[src/rtl/stopwatch_ctrl.sv]
`timescale 1ns/1ps
// Stopwatch controller: synchronized START/LAP/CLR buttons drive an IDLE/RUN/PAUSE/LAP
// FSM; a TICK_DIV prescaler advances a 4-digit BCD count shown on registered digit outputs.
module stopwatch_ctrl #(
  parameter int unsigned TICK_DIV = 1_000_000
) (
  input  logic       CLK,
  input  logic       RST_N,
  input  logic       BTN_START,
  input  logic       BTN_LAP,
  input  logic       BTN_CLR,
  output logic [3:0] d0,
  output logic [3:0] d1,
  output logic [3:0] d2,
  output logic [3:0] d3,
  output logic       running,
  output logic       lap_active,
  output logic       ovf
);

  localparam int unsigned   PW    = (TICK_DIV > 1) ? $clog2(TICK_DIV) : 1;
  localparam logic [PW-1:0] P_MAX = PW'(TICK_DIV - 1);

  localparam logic [1:0] S_IDLE  = 2'd0;
  localparam logic [1:0] S_RUN   = 2'd1;
  localparam logic [1:0] S_PAUSE = 2'd2;
  localparam logic [1:0] S_LAP   = 2'd3;

  logic [2:0]    w_btn, w_pulse;
  logic [2:0]    r_sync1, r_sync2, r_hist;
  logic          w_start, w_lap, w_clr;
  logic [1:0]    r_state, w_next;
  logic [PW-1:0] r_presc;
  logic          w_cnt_en, w_tick, w_carry;
  logic [15:0]   r_cnt, r_lap, r_disp, w_cnt_inc;
  logic          r_ovf;

  assign w_btn = {BTN_CLR, BTN_LAP, BTN_START};

  always_ff @(posedge CLK or negedge RST_N) begin
    if (!RST_N) begin
      r_sync1 <= '0;
      r_sync2 <= '0;
      r_hist  <= '0;
    end else begin
      r_sync1 <= w_btn;
      r_sync2 <= r_sync1;
      r_hist  <= r_sync2;
    end
  end

  assign w_pulse = r_sync2 & ~r_hist;
  assign w_start = w_pulse[0];
  assign w_lap   = w_pulse[1];
  assign w_clr   = w_pulse[2];

  // Only pulses meaningful in the current state are considered, so priority
  // falls through to the next valid one (e.g. START beats an ignored CLR in RUN).
  always_comb begin
    w_next = r_state;
    case (r_state)
      S_IDLE:  if (w_start) w_next = S_RUN;
      S_RUN:   if (w_start) w_next = S_PAUSE;
               else if (w_lap) w_next = S_LAP;
      S_LAP:   if (w_start) w_next = S_PAUSE;
               else if (w_lap) w_next = S_RUN;
      S_PAUSE: if (w_clr) w_next = S_IDLE;
               else if (w_start) w_next = S_RUN;
      default: w_next = S_IDLE;
    endcase
  end

  // Prescaler is gated by the state being entered, so the edge that pauses holds its value.
  assign w_cnt_en = (w_next == S_RUN) || (w_next == S_LAP);
  assign w_tick   = w_cnt_en && (r_presc == P_MAX);

  always_comb begin
    w_cnt_inc = r_cnt;
    w_carry   = 1'b1;
    for (int unsigned i = 0; i < 4; i++) begin
      if (w_carry) begin
        if (r_cnt[4*i +: 4] == 4'd9) begin
          w_cnt_inc[4*i +: 4] = 4'd0;
        end else begin
          w_cnt_inc[4*i +: 4] = r_cnt[4*i +: 4] + 4'd1;
          w_carry = 1'b0;
        end
      end
    end
  end

  always_ff @(posedge CLK or negedge RST_N) begin
    if (!RST_N) begin
      r_state <= S_IDLE;
      r_presc <= '0;
      r_cnt   <= '0;
      r_lap   <= '0;
      r_ovf   <= 1'b0;
      r_disp  <= '0;
    end else begin
      r_state <= w_next;
      r_disp  <= (r_state == S_LAP) ? r_lap : r_cnt;
      if (w_next == S_IDLE) begin
        r_presc <= '0;
        r_cnt   <= '0;
        r_lap   <= '0;
        r_ovf   <= 1'b0;
      end else begin
        if (w_cnt_en)
          r_presc <= w_tick ? '0 : r_presc + 1'b1;
        if (w_tick) begin
          r_cnt <= w_cnt_inc;
          if (w_carry)
            r_ovf <= 1'b1;
        end
        if ((r_state == S_RUN) && (w_next == S_LAP))
          r_lap <= r_cnt;
      end
    end
  end

  assign {d0, d1, d2, d3} = r_disp;
  assign running          = (r_state == S_RUN) || (r_state == S_LAP);
  assign lap_active       = (r_state == S_LAP);
  assign ovf              = r_ovf;

endmodule

[config.mk]
export PLATFORM = sky130hd
export DESIGN_NAME = stopwatch_ctrl
export DESIGN_NICKNAME = d
export VERILOG_FILES = /design/src/rtl/stopwatch_ctrl.sv
export SDC_FILE = /design/constraint.sdc
export NUM_CORES = 1
export LEC_CHECK = 0
export CAP_MARGIN = 10
export CORE_MARGIN = 2
export CORE_UTILIZATION = 36
export CTS_CLUSTER_DIAMETER = 40
export DETAILED_ROUTE_END_ITERATION = 8
export HOLD_SLACK_MARGIN = 0.05
export PLACE_DENSITY = 0.63
export REMOVE_ABC_BUFFERS = 1
export SKIP_CTS_REPAIR_TIMING = 1
export SYNTH_ARGS = -nofsm -noshare
export SYNTH_HDL_FRONTEND = slang
export SYNTH_SLANG_ARGS = --single-unit
[constraint.sdc]
create_clock -name CLK -period 2.1 [get_ports CLK]
set_clock_uncertainty 0.1 [all_clocks]
set_input_delay 0.525 -clock CLK [delete_from_list [all_inputs] [get_ports CLK]]
set_output_delay 0.525 -clock CLK [all_outputs]
set_load 0.005 [all_outputs]
==> flow_summary.json <==
{
  "yosysSeqAreaShare": 0.5351,
  "grt_max_degree": 40,
  "synth_area_um2": 3741,
  "ant_nets": 0,
  "fillers": 971,
  "layout-drive-gt1-share": 0.2304,
  "min_path_type": "reg2reg",
  "fin_util": 0.4700,
  "grt_overflow_total": 0,
  "grt_setup_unrepaired": "yes",
  "wl_met2_um": 3977,
  "cts_buffers": 9,
  "drc_errors": 0,
  "grtUsageTotal": 0.1503,
  "wire_per_inst_um": 14.21,
  "critical_path_class": "reg2reg",
  "clkTransAtPathRegs_ns": 0.09,
  "synth_cell_types": 55,
  "yosysWarnings": 0,
  "max_freq_mhz": 451.6,
  "finalWirelength_um": 8100,
  "yosys.area_share.simple": 0.2334,
  "crit_arrival_ns": 2.40,
  "top_layer": "met4",
  "synth_area_leaders": "dfrtp_1 (54%), nand2_1 (4.7%), xnor2_1 (3.7%)",
  "gp_congestion": 0.8014,
  "relSlewSlack": 0.7618,
  "wl_met1_um": 3817,
  "setup_violations": 6,
  "start_util": 0.3673,
  "vias": 2896,
  "drtIter0Drc": 127,
  "ctsHtreeMaxLevel": 3,
  "synth_top_family_by_area": "simple AND/OR/NAND/NOR gates",
  "stdcell_area_um2": 4787,
  "start_kind": "flip-flop",
  "endpoint_kind": "flip-flop",
  "status": "complete, but fails checks",
  "yosysTopAreaCell": "dfrtp_1",
  "grt_pass1_wl_um": 13540,
  "numPortBuffers": 23,
  "worst_pin_slew_ns": 0.3540,
  "diodes": 0,
  "cap_violations": 0,
  "crit_fanout": 5,
  "dp_hpwl_um": 5635,
  "synth_edf_count": 0,
  "most-common-layout-cells": "dfrtp_1 (80), nand2_1 (45), buf_4 (41), nor2_1 (29), nand3_1 (25)",
  "ys_ff_latch": 80,
  "die_h_um": 105.9,
  "ir_drop_mv": 0.5002,
  "place_ws_ns": -0.09319,
  "synth_fa_ha_area_frac": 0.03010,
  "rr_worst_depth": 5,
  "fin_crit_ns": 2.214,
  "syn2layout_area_growth_pct": 27.96,
  "pwr_density_cell_nw_per_um2": 738.5,
  "synth_mux_area_frac": 0.04147,
  "p_leak_nw": 2.119,
  "die_area_um2": 11220,
  "final_nets": 443,
  "dr_wl_met3_um": 226,
  "tritoncts": "done",
  "die_width_um": 105.9,
  "cts_root_buf": "clkbuf_8",
  "synth_top_flop_cell": "dfrtp_1",
  "rows": 37,
  "syn_avg_cell_area_um2": 10.36,
  "netlist_instances": 361,
  "synth_compound_area_frac": 0.09365,
  "async_flop_share": 1.000,
  "core_area_um2": 10180,
  "drv_slew": 0,
  "whs_path_depth": 0,
  "violations": "negative setup slack",
  "synthXorXnorAreaFrac": 0.03980,
  "antenna_found_initial": 0,
  "layout_commonest_cell": "dfrtp_1",
  "fin_ws_ns": -0.1142,
  "synth_top_area_share": 0.5351,
  "vias_per_cell": 5.081,
  "timing_hold_violations_final": 0,
  "ios": 24,
  "place_area_um2": 4431,
  "clock_latency_ns": 0.35,
  "grt_pass1_vias": 2832,
  "first_pass_iters": 4,
  "required_ns": 2.29,
  "cts_buffer_depth": 2,
  "cts_sinks": 80,
  "finalCritPeriodShare": 1.054
}
## final cells by class
| type | count | area (µm²) | share of cell area |
|---|---|---|---|
| Sequential cell | 80 | 2002 | 0.4182 |
| Multi-Input combinational cell | 256 | 1712 | 0.3576 |
| Timing Repair Buffer | 70 | 645.6 | 0.1349 |
| Tap cell | 136 | 170.2 | 0.03555 |
| Clock buffer | 11 | 131.4 | 0.02744 |
| Clock inverter | 5 | 81.33 | 0.01699 |
| Inverter | 12 | 45.04 | 0.009409 |
## worst paths after layout
kind / end / slack (ns) / from
max: r_cnt[10]$_DFFE_PN0P_ / -0.11 / r_presc[15]$_DFFE_PN0P_
min: r_sync2[0]$_DFF_PN0_ / 0.25 / r_sync1[0]$_DFF_PN0_
max reg2reg: r_cnt[10]$_DFFE_PN0P_ / -0.11 / r_presc[15]$_DFFE_PN0P_
min reg2reg: r_sync2[0]$_DFF_PN0_ / 0.25 / r_sync1[0]$_DFF_PN0_
max in group asynchronous: r_cnt[8]$_DFFE_PN0P_ / 0.83 / RST_N
min in group asynchronous: r_presc[3]$_DFFE_PN0P_ / 0.51 / RST_N
## cells by family (layout without fill, tap and decap cells)
kind of cell / after synthesis / in the layout
flip-flops: 80 / 80
buffers and inverters: 25 / 98
AND/OR/NAND/NOR: 165 / 165
multiplexers: 14 / 14
AO/OA/AOI/OAI: 51 / 51
adder cells (fa/ha/maj): 9 / 9
XOR/XNOR: 17 / 17
## routing by layer
| metal | vias up | track usage |
|---|---|---|
| met5 | - | 0 |
| met4 | 0 | 0.05639 |
| met3 | 10 | 0.03127 |
| met2 | 52 | 0.2433 |
| met1 | 1420 | 0.1994 |
| li1 | 1414 | - |
## worst max-delay path: stages, from the launching register on
cell and delay (ns):
dfrtp_1 0.38, or4b_4 0.55, nor3_4 0.24, o2111ai_2 0.19
or4b_1 0.53, a21oi_2 0.16
## sequential cells by signal, summed over array words and instances (netlist names)
name     count
ovf          1
r_cnt       16
r_disp      16
r_hist       3
r_lap       16
r_presc     20
r_state      2
r_sync1      3
r_sync2      3
## Yosys cell counts (3+ instances only)
cell type	n
inv_1	11
and3b_1	3
nor2_1	31
o21ai_0	13
nand4_1	5
ha_1	9
and2_1	3
o31ai_1	9
mux2_2	12
or3_1	6
a21oi_1	13
nand3_1	25
nand2_1	47
dfrtp_1	80
or4_1	4
clkbuf_1	9
nor4_1	9
nand3b_1	4
nand2b_1	3
xnor2_1	16
nor3_1	7
## stage by stage
step,cells,setup TNS [ns],power [mW],hold slack [ns]
final,570,-0.5285,3.535,0.2525
after global routing,570,-1.972,3.691,0.2632
after CTS,564,-0.7904,3.488,-0.03791
after detailed placement,548,-0.4813,2.260,0.2355
after global placement,548,-0.1483,2.250,0.2326
after floorplan,348,-1.224,1.919,0.1294
## power by group
| group | switching, mW | internal (mW) | leakage, nW |
|---|---|---|---|
| logic | 0.377 | 0.291 | 0.924 |
| registers | 0.0483 | 1.59 | 1.09 |
| clock network | 0.562 | 0.671 | 0.104 |
No activity file was read; power rests on OpenSTA's default activity.
